<file path="config.mk">
export PLATFORM = sky130hd
export DESIGN_NAME = vga_capture_flat
export DESIGN_NICKNAME = d
export VERILOG_FILES = /design/src/rtl/vga_pkg.sv /design/src/rtl/vga_capture_if.sv /design/src/rtl/vga_sync_tracker.sv /design/src/rtl/vga_capture.sv /design/src/flat_wrapper.sv
export SDC_FILE = /design/constraint.sdc
export NUM_CORES = 1
export LEC_CHECK = 0
export CELL_PAD_IN_SITES_DETAIL_PLACEMENT = 1
export CELL_PAD_IN_SITES_GLOBAL_PLACEMENT = 1
export CORE_MARGIN = 4
export CORE_UTILIZATION = 44
export DETAILED_ROUTE_END_ITERATION = 10
export PLACE_DENSITY = 0.88
export SLEW_MARGIN = 10
export SYNTH_ARGS = -nofsm -noshare
export SYNTH_HDL_FRONTEND = slang
export SYNTH_SLANG_ARGS = --single-unit
</file>
<file path="constraint.sdc">
create_clock -name vga_clk -period 2.5 [get_ports vga_clk]
set_input_delay 0.25 -clock vga_clk [delete_from_list [all_inputs] [get_ports vga_clk]]
set_output_delay 0.25 -clock vga_clk [all_outputs]
set_load 0.05 [all_outputs]
</file>
<file path="src/rtl/vga_pkg.sv">
// Shared VGA timing constants and state encoding for the capture path.
// The display controller uses the same constants, so both ends stay in step.
package vga_pkg;

    localparam int unsigned H_TOTAL     = 800;
    localparam int unsigned V_TOTAL     = 525;
    localparam int unsigned H_ACT_START = 144;
    localparam int unsigned V_ACT_START = 35;
    localparam int unsigned H_ACTIVE    = 640;
    localparam int unsigned V_ACTIVE    = 480;

    // Both counters saturate here; h_cnt reaching it means hs has stopped.
    localparam logic [9:0] CNT_MAX = 10'd1023;

    typedef enum logic [1:0] {
        HUNT   = 2'd0,
        CHECK  = 2'd1,
        LOCKED = 2'd2
    } sync_state_t;

    // True when lo <= val < lo+len. Compared at 11 bits so lo+len cannot wrap.
    function automatic logic in_window(input logic [9:0] val,
                                       input logic [9:0] lo,
                                       input logic [9:0] len);
        logic [10:0] hi;
        hi = {1'b0, lo} + {1'b0, len};
        return ({1'b0, val} >= {1'b0, lo}) && ({1'b0, val} < hi);
    endfunction

endpackage

</file>
<file path="src/rtl/vga_capture_if.sv">
// Video stream in, pixel-RAM write port and lock status out.
// master = video source / RAM side, slave = the capture block.
interface vga_capture_if;
    import vga_pkg::*;

    logic        hs;
    logic        vs;
    logic [11:0] d_in;
    logic [8:0]  row_addr;
    logic [9:0]  col_addr;
    logic [11:0] d_out;
    logic        wrn;
    logic        locked;
    logic        frame_start;
    logic        sync_err;

    modport master (
        output hs, vs, d_in,
        input  row_addr, col_addr, d_out, wrn, locked, frame_start, sync_err
    );

    modport slave (
        input  hs, vs, d_in,
        output row_addr, col_addr, d_out, wrn, locked, frame_start, sync_err
    );

endinterface

</file>
<file path="src/rtl/vga_sync_tracker.sv">
// Registers the incoming sync/pixel stream, recovers h_cnt/line_cnt from the
// sync falls and runs the HUNT/CHECK/LOCKED validation state machine.
// Counters are loaded from a one-cycle look-ahead on the raw inputs so that
// they read 0 in the same cycle the registered sync is first seen low, while
// the state machine judges the period that just ended via h_last/v_last.
module vga_sync_tracker
    import vga_pkg::*;
#(
    parameter int unsigned CFG_H_TOTAL = H_TOTAL,
    parameter int unsigned CFG_V_TOTAL = V_TOTAL
)(
    input  logic        vga_clk,
    input  logic        clrn,
    input  logic        hs,
    input  logic        vs,
    input  logic [11:0] d_in,
    output logic [11:0] d_q,
    output logic [9:0]  h_cnt,
    output logic [9:0]  line_cnt,
    output sync_state_t state,
    output logic        locked,
    output logic        frame_start,
    output logic        sync_err
);

    localparam logic [9:0] H_LAST = 10'(CFG_H_TOTAL - 1);
    localparam logic [9:0] V_LAST = 10'(CFG_V_TOTAL - 1);

    logic        hs_q_r, vs_q_r;
    logic [11:0] d_q_r;
    logic        hs_fall_r, vs_fall_r;
    logic [9:0]  h_cnt_r, line_cnt_r;
    logic        h_last_r, v_last_r;
    sync_state_t state_r;
    logic        locked_r, frame_start_r, sync_err_r;
    logic        hs_fall_nx_s, vs_fall_nx_s;
    logic        timing_err_s;

    assign hs_fall_nx_s = hs_q_r & ~hs;
    assign vs_fall_nx_s = vs_q_r & ~vs;

    // Input stage and fall strobes aligned with the registered syncs.
    always_ff @(posedge vga_clk or negedge clrn) begin
        if (!clrn) begin
            hs_q_r    <= 1'b1;
            vs_q_r    <= 1'b1;
            d_q_r     <= 12'h000;
            hs_fall_r <= 1'b0;
            vs_fall_r <= 1'b0;
        end else begin
            hs_q_r    <= hs;
            vs_q_r    <= vs;
            d_q_r     <= d_in;
            hs_fall_r <= hs_fall_nx_s;
            vs_fall_r <= vs_fall_nx_s;
        end
    end

    // Pixel/line counters; vs fall wins over a coincident hs fall.
    always_ff @(posedge vga_clk or negedge clrn) begin
        if (!clrn) begin
            h_cnt_r    <= 10'd0;
            line_cnt_r <= 10'd0;
            h_last_r   <= 1'b0;
            v_last_r   <= 1'b0;
        end else begin
            if (hs_fall_nx_s) begin
                h_cnt_r <= 10'd0;
            end else if (h_cnt_r != CNT_MAX) begin
                h_cnt_r <= h_cnt_r + 10'd1;
            end
            if (vs_fall_nx_s) begin
                line_cnt_r <= 10'd0;
            end else if (hs_fall_nx_s && (line_cnt_r != CNT_MAX)) begin
                line_cnt_r <= line_cnt_r + 10'd1;
            end
            h_last_r <= (h_cnt_r == H_LAST);
            v_last_r <= (line_cnt_r == V_LAST);
        end
    end

    // Period violation seen this cycle: wrong frame at vs fall, wrong line at hs fall, or hs timeout.
    always_comb begin
        timing_err_s = 1'b0;
        if (vs_fall_r) begin
            timing_err_s = ~(v_last_r & h_last_r);
        end else if (hs_fall_r) begin
            timing_err_s = ~h_last_r;
        end else begin
            timing_err_s = (h_cnt_r == CNT_MAX);
        end
    end

    // Lock state machine with registered status pulses.
    always_ff @(posedge vga_clk or negedge clrn) begin
        if (!clrn) begin
            state_r       <= HUNT;
            locked_r      <= 1'b0;
            frame_start_r <= 1'b0;
            sync_err_r    <= 1'b0;
        end else begin
            frame_start_r <= 1'b0;
            sync_err_r    <= 1'b0;
            case (state_r)
                HUNT: begin
                    if (vs_fall_r) begin
                        state_r <= CHECK;
                    end
                end
                CHECK: begin
                    if (timing_err_s) begin
                        state_r <= HUNT;
                    end else if (vs_fall_r) begin
                        state_r       <= LOCKED;
                        locked_r      <= 1'b1;
                        frame_start_r <= 1'b1;
                    end
                end
                LOCKED: begin
                    if (timing_err_s) begin
                        state_r    <= HUNT;
                        locked_r   <= 1'b0;
                        sync_err_r <= 1'b1;
                    end else if (vs_fall_r) begin
                        frame_start_r <= 1'b1;
                    end
                end
                default: begin
                    state_r  <= HUNT;
                    locked_r <= 1'b0;
                end
            endcase
        end
    end

    assign d_q         = d_q_r;
    assign h_cnt       = h_cnt_r;
    assign line_cnt    = line_cnt_r;
    assign state       = state_r;
    assign locked      = locked_r;
    assign frame_start = frame_start_r;
    assign sync_err    = sync_err_r;

endmodule

</file>
<file path="src/rtl/vga_capture.sv">
// VGA capture top: decodes the active region from the recovered counters
// and drives the pixel-RAM write port once the sync tracker is locked.
module vga_capture
    import vga_pkg::*;
#(
    parameter int unsigned CFG_H_TOTAL     = H_TOTAL,
    parameter int unsigned CFG_V_TOTAL     = V_TOTAL,
    parameter int unsigned CFG_H_ACT_START = H_ACT_START,
    parameter int unsigned CFG_V_ACT_START = V_ACT_START,
    parameter int unsigned CFG_H_ACTIVE    = H_ACTIVE,
    parameter int unsigned CFG_V_ACTIVE    = V_ACTIVE
)(
    input  logic          vga_clk,
    input  logic          clrn,
    vga_capture_if.slave  bus
);

    logic [11:0] d_q_s;
    logic [9:0]  h_cnt_s, line_cnt_s;
    sync_state_t state_s;
    logic        locked_s, frame_start_s, sync_err_s;
    logic        active_s;
    logic [9:0]  col_s;
    logic [8:0]  row_s;
    logic [8:0]  row_addr_r;
    logic [9:0]  col_addr_r;
    logic [11:0] d_out_r;
    logic        wrn_r;

    vga_sync_tracker #(
        .CFG_H_TOTAL (CFG_H_TOTAL),
        .CFG_V_TOTAL (CFG_V_TOTAL)
    ) u_tracker (
        .vga_clk     (vga_clk),
        .clrn        (clrn),
        .hs          (bus.hs),
        .vs          (bus.vs),
        .d_in        (bus.d_in),
        .d_q         (d_q_s),
        .h_cnt       (h_cnt_s),
        .line_cnt    (line_cnt_s),
        .state       (state_s),
        .locked      (locked_s),
        .frame_start (frame_start_s),
        .sync_err    (sync_err_s)
    );

    // Active-region decode and pixel coordinates for the current d_q.
    always_comb begin
        active_s = in_window(h_cnt_s, 10'(CFG_H_ACT_START), 10'(CFG_H_ACTIVE)) &&
                   in_window(line_cnt_s, 10'(CFG_V_ACT_START), 10'(CFG_V_ACTIVE));
        col_s    = h_cnt_s - 10'(CFG_H_ACT_START);
        row_s    = 9'(line_cnt_s - 10'(CFG_V_ACT_START));
    end

    // Write-port registers: strobe low only for active pixels while locked.
    always_ff @(posedge vga_clk or negedge clrn) begin
        if (!clrn) begin
            row_addr_r <= 9'd0;
            col_addr_r <= 10'd0;
            d_out_r    <= 12'h000;
            wrn_r      <= 1'b1;
        end else if ((state_s == LOCKED) && active_s) begin
            row_addr_r <= row_s;
            col_addr_r <= col_s;
            d_out_r    <= d_q_s;
            wrn_r      <= 1'b0;
        end else begin
            wrn_r      <= 1'b1;
        end
    end

    assign bus.row_addr    = row_addr_r;
    assign bus.col_addr    = col_addr_r;
    assign bus.d_out       = d_out_r;
    assign bus.wrn         = wrn_r;
    assign bus.locked      = locked_s;
    assign bus.frame_start = frame_start_s;
    assign bus.sync_err    = sync_err_s;

endmodule

</file>
<file path="src/flat_wrapper.sv">
// flat-port wrapper written by rule: the top's interface ports become plain ports
module vga_capture_flat import vga_pkg::*;
#(
    parameter int unsigned CFG_H_TOTAL     = H_TOTAL,
    parameter int unsigned CFG_V_TOTAL     = V_TOTAL,
    parameter int unsigned CFG_H_ACT_START = H_ACT_START,
    parameter int unsigned CFG_V_ACT_START = V_ACT_START,
    parameter int unsigned CFG_H_ACTIVE    = H_ACTIVE,
    parameter int unsigned CFG_V_ACTIVE    = V_ACTIVE
)
  (vga_clk, clrn, bus_hs, bus_vs, bus_d_in, bus_row_addr, bus_col_addr, bus_d_out, bus_wrn, bus_locked, bus_frame_start, bus_sync_err);
  vga_capture_if bus_i ();
  input  logic vga_clk;
  input  logic clrn;
  input wire logic [$bits(bus_i.hs)-1:0] bus_hs;
  input wire logic [$bits(bus_i.vs)-1:0] bus_vs;
  input wire logic [$bits(bus_i.d_in)-1:0] bus_d_in;
  output wire logic [$bits(bus_i.row_addr)-1:0] bus_row_addr;
  output wire logic [$bits(bus_i.col_addr)-1:0] bus_col_addr;
  output wire logic [$bits(bus_i.d_out)-1:0] bus_d_out;
  output wire logic [$bits(bus_i.wrn)-1:0] bus_wrn;
  output wire logic [$bits(bus_i.locked)-1:0] bus_locked;
  output wire logic [$bits(bus_i.frame_start)-1:0] bus_frame_start;
  output wire logic [$bits(bus_i.sync_err)-1:0] bus_sync_err;
  assign bus_i.hs = bus_hs;
  assign bus_i.vs = bus_vs;
  assign bus_i.d_in = bus_d_in;
  assign bus_row_addr = bus_i.row_addr;
  assign bus_col_addr = bus_i.col_addr;
  assign bus_d_out = bus_i.d_out;
  assign bus_wrn = bus_i.wrn;
  assign bus_locked = bus_i.locked;
  assign bus_frame_start = bus_i.frame_start;
  assign bus_sync_err = bus_i.sync_err;
  vga_capture #(.CFG_H_TOTAL(CFG_H_TOTAL), .CFG_V_TOTAL(CFG_V_TOTAL), .CFG_H_ACT_START(CFG_H_ACT_START), .CFG_V_ACT_START(CFG_V_ACT_START), .CFG_H_ACTIVE(CFG_H_ACTIVE), .CFG_V_ACTIVE(CFG_V_ACTIVE)) u_core (.vga_clk(vga_clk), .clrn(clrn), .bus(bus_i));
endmodule
</file>
==> flow_metrics.env <==
export IMPL_outcome="finished clean"
export IMPL_ant_nets=0
export IMPL_die_y_um=97.4
export IMPL_crit_slowest_cell="dfrtp_1"
export IMPL_critical_path_max_stage_delay_ns=0.45
export IMPL_clock_sinks=75
export IMPL_cp_common_cell="inv_1"
export IMPL_ys_types=45
export IMPL_highest_layer="met4"
export IMPL_drt_iter0_markers=132
export IMPL_cp_depth=8
export IMPL_dieWidth_um=97.4
export IMPL_clock_skew_ns=0.00682
export IMPL_synth_edff_count=0
export IMPL_fin_tns_setup_ns=0
export IMPL_syn2layout_area_growth_pct=24.4
export IMPL_ys_ff_latch=75
export IMPL_total_power_mw=2.86
export IMPL_syn_inst=285
export IMPL_reg2reg_depth=8
export IMPL_syn_cell_area_sq_um=3520
export IMPL_antenna_found_initial=0
export IMPL_cap_violations=0
export IMPL_grt_pass1_vias=2560
export IMPL_clkTransAtPathRegs_ns=0.08
export IMPL_synth_nets=311
export IMPL_port_buffers=50
export IMPL_start_util=0.453
export IMPL_synth_top_area_cell="dfrtp_1"
export IMPL_grt_pass1_wl_mm=13.1
export IMPL_gp_congestion=0.820
export IMPL_critPathKind="flip-flop to flip-flop"
export IMPL_crit_family="compound AO/OA/AOI/OAI gates"
export IMPL_hp_class="input port to asynchronous set/reset pin"
export IMPL_n_antenna_cell=0
export IMPL_clockBufferDepth=2
export IMPL_yosysWarnings=0
export IMPL_crit_buf_inv=3
export IMPL_synthTopCellsByArea="dfrtp_1 51%, mux2_4 12%, ha_1 3.6%, nor2_1 3.3%, xnor2_1 2.7%"
export IMPL_clock_latency_ns=0.35
export IMPL_postCtsHoldBufs=0
export IMPL_numCtsBuffers=9
export IMPL_worst_setup_path_start_kind="flip-flop"
export IMPL_dieArea_sq_um=9490
export IMPL_nNetsFinal=365
export IMPL_crit_path_end_kind="flip-flop"
export IMPL_core_region_area_sq_um=7770
export IMPL_required_ns=2.74
export IMPL_drive_above_1_share=0.192
export IMPL_worstPathArrival_ns=2.54
export IMPL_post_dp_cell_area_sq_um=4100
export IMPL_yosys_area_top_type_share=0.512
export IMPL_max_freq_ghz=0.436
export IMPL_wl_met3_um=310
export IMPL_final_setup_viol_count=0
export IMPL_ioPinCount=51
export IMPL_power_leakage_nw=2.04
export IMPL_postLayoutCoreUtil=0.563
export IMPL_cts_tree="yes"
export IMPL_first_pass_iters=4
export IMPL_synth_main_ff_cell="dfrtp_1"
export IMPL_grt_ovfl_total=0
export IMPL_drc_errors=0
export IMPL_routedLengthMet1_mm=3.49
export IMPL_root_buffer="clkbuf_8"
export IMPL_hpwlAfterDp_mm=5.34
export IMPL_wl_met2_mm=3.98
export IMPL_routedWlPerCell_um=17.9
export IMPL_grt_max_degree=76
export IMPL_cts_resized=0
export IMPL_placement_rows=32
export IMPL_hold_violations=0
export IMPL_ir_drop_v=0.000295
export IMPL_finalInstanceArea_sq_um=4380
export IMPL_crit_path_cell_trace="inv_1 -> ha_1 -> inv_1 -> o21ai_0 -> a31oi_1 -> o211ai_4 -> buf_4 -> mux2_2"
export IMPL_r2r_slack_ns=0.20
export IMPL_slew_headroom=0.390
export IMPL_p_per_area_nw_per_um2=653
export IMPL_hold_ws_ns=0.0341
export IMPL_cp_max_fo=8
export IMPL_tightest_slew_ns=0.914
export IMPL_drv_slew=0
export IMPL_rsz0062_at_grt="no"
export IMPL_fillers=807
export IMPL_synth_async_reset_ratio=1.00
export IMPL_ys_seq_area_frac=0.534
export IMPL_period_share=0.918
export IMPL_vias_per_cell=5.27
export IMPL_fin_crit_ns=2.30
export IMPL_synth_area_per_cell_sq_um=12.3
export IMPL_drt_wl_total_mm=7.97
export IMPL_grt_usage=0.176
export IMPL_ctsHtreeMaxLevel=3
export IMPL_dr_total_vias=2350
-- cells in the final DEF, fill, tap and decap left out, drive strengths merged, types with 7 or more instances in the layout --
cell,n
buf,10
clkbuf,9
clkdlybuf4s50,49
dfrtp,72
ha,10
inv,13
mux2,30
nand2,11
nand3,7
nand4,8
nor2,31
nor3,7
xnor2,11
xor2,11
-- power breakdown --
part / switching (mW) / total, mW / internal, mW
Clock: 0.473 / 1.23 / 0.762
Combinational: 0.166 / 0.285 / 0.119
Sequential: 0.0730 / 1.34 / 1.27
Total: 0.713 / 2.86 / 2.15
-- synth_stat cells, types with 4 or more instances --
master / count
nand2_1: 11
a21oi_1: 5
xnor2_1: 11
ha_1: 10
dfrtp_1: 72
inv_1: 13
a31oi_1: 6
clkbuf_1: 7
and3_1: 4
buf_2: 4
mux2_4: 28
xor2_1: 11
nor3_1: 6
nor2_1: 31
nand3_1: 7
mux2i_1: 4
o21ai_0: 6
nand4_1: 8
a211oi_1: 4
-- registers in the layout (all words and copies together), names as in the netlist, 2 cells and up --
signal,count
u_core.u_tracker.d_q,12
u_core.u_tracker.h_cnt,10
u_core.bus.col_addr,10
u_core.u_tracker.state,2
u_core.u_tracker.line_cnt,10
u_core.bus.d_out,12
u_core.bus.row_addr,9
-- worst paths after layout --
path | startpoint | end
worst max-delay path | u_core.u_tracker.h_cnt[4]$_DFFE_PN0P_ | u_core.bus.d_out[2]$_DFFE_PN0P_
worst min-delay path | clrn | u_core.bus.d_out[11]$_DFFE_PN0P_
worst max register to register | u_core.u_tracker.h_cnt[4]$_DFFE_PN0P_ | u_core.bus.d_out[2]$_DFFE_PN0P_
worst min register to register | u_core.u_tracker.d_q[0]$_DFF_PN0_ | u_core.bus.d_out[0]$_DFFE_PN0P_
max in group asynchronous | clrn | u_core.u_tracker.d_q[10]$_DFF_PN0_
min in group vga_clk | bus_d_in[2] | u_core.u_tracker.d_q[2]$_DFF_PN0_
-- cells by family after synthesis --
logic type / share of synthesized area
AND/OR/NAND/NOR: 0.122
flip-flops: 0.534
multiplexers: 0.137
AO/OA/AOI/OAI: 0.0669
buffers and inverters: 0.0494
XOR/XNOR: 0.0548
adder cells (fa/ha/maj): 0.0356
-- worst reg2reg max path: cells and delay by family (launching register included) --
family	cells	cell delay (ns)
buffers and inverters	3	0.45
multiplexers	1	0.35
flip-flops	1	0.45
adder cells (fa/ha/maj)	1	0.24
AO/OA/AOI/OAI	3	0.69
-- per-stage QoR --
stage,setup slack [ns],instances
2_1_floorplan,0.390,285
3_3_place_gp,0.217,429
3_5_place_dp,0.0882,429
4_1_cts,0.0680,445
5_1_grt,0.0841,446
6_report,0.205,446
-- layer usage --
layer,global-route usage,vias up
met5,0,-
met4,0.0756,0
met3,0.0488,16
met2,0.287,49
met1,0.220,1200
li1,-,1085
-- repair_timing --
item | 4_1_cts | 5_1_grt
endpoints found under the setup margin | 0 | 20
hold endpoints to repair | 0 | 0
setup buffers | 0 | 1
-- area by class of cell --
class                           count  area (sq um)  area share
Sequential cell                    75          1880       0.430
Multi-Input combinational cell    181          1460       0.335
Timing Repair Buffer               59           591       0.135
Clock inverter                      7           140      0.0320
Tap cell                          102           128      0.0292
Clock buffer                        9           124      0.0283
Inverter                           13          48.8      0.0112
(Power assumes the default switching activity.)
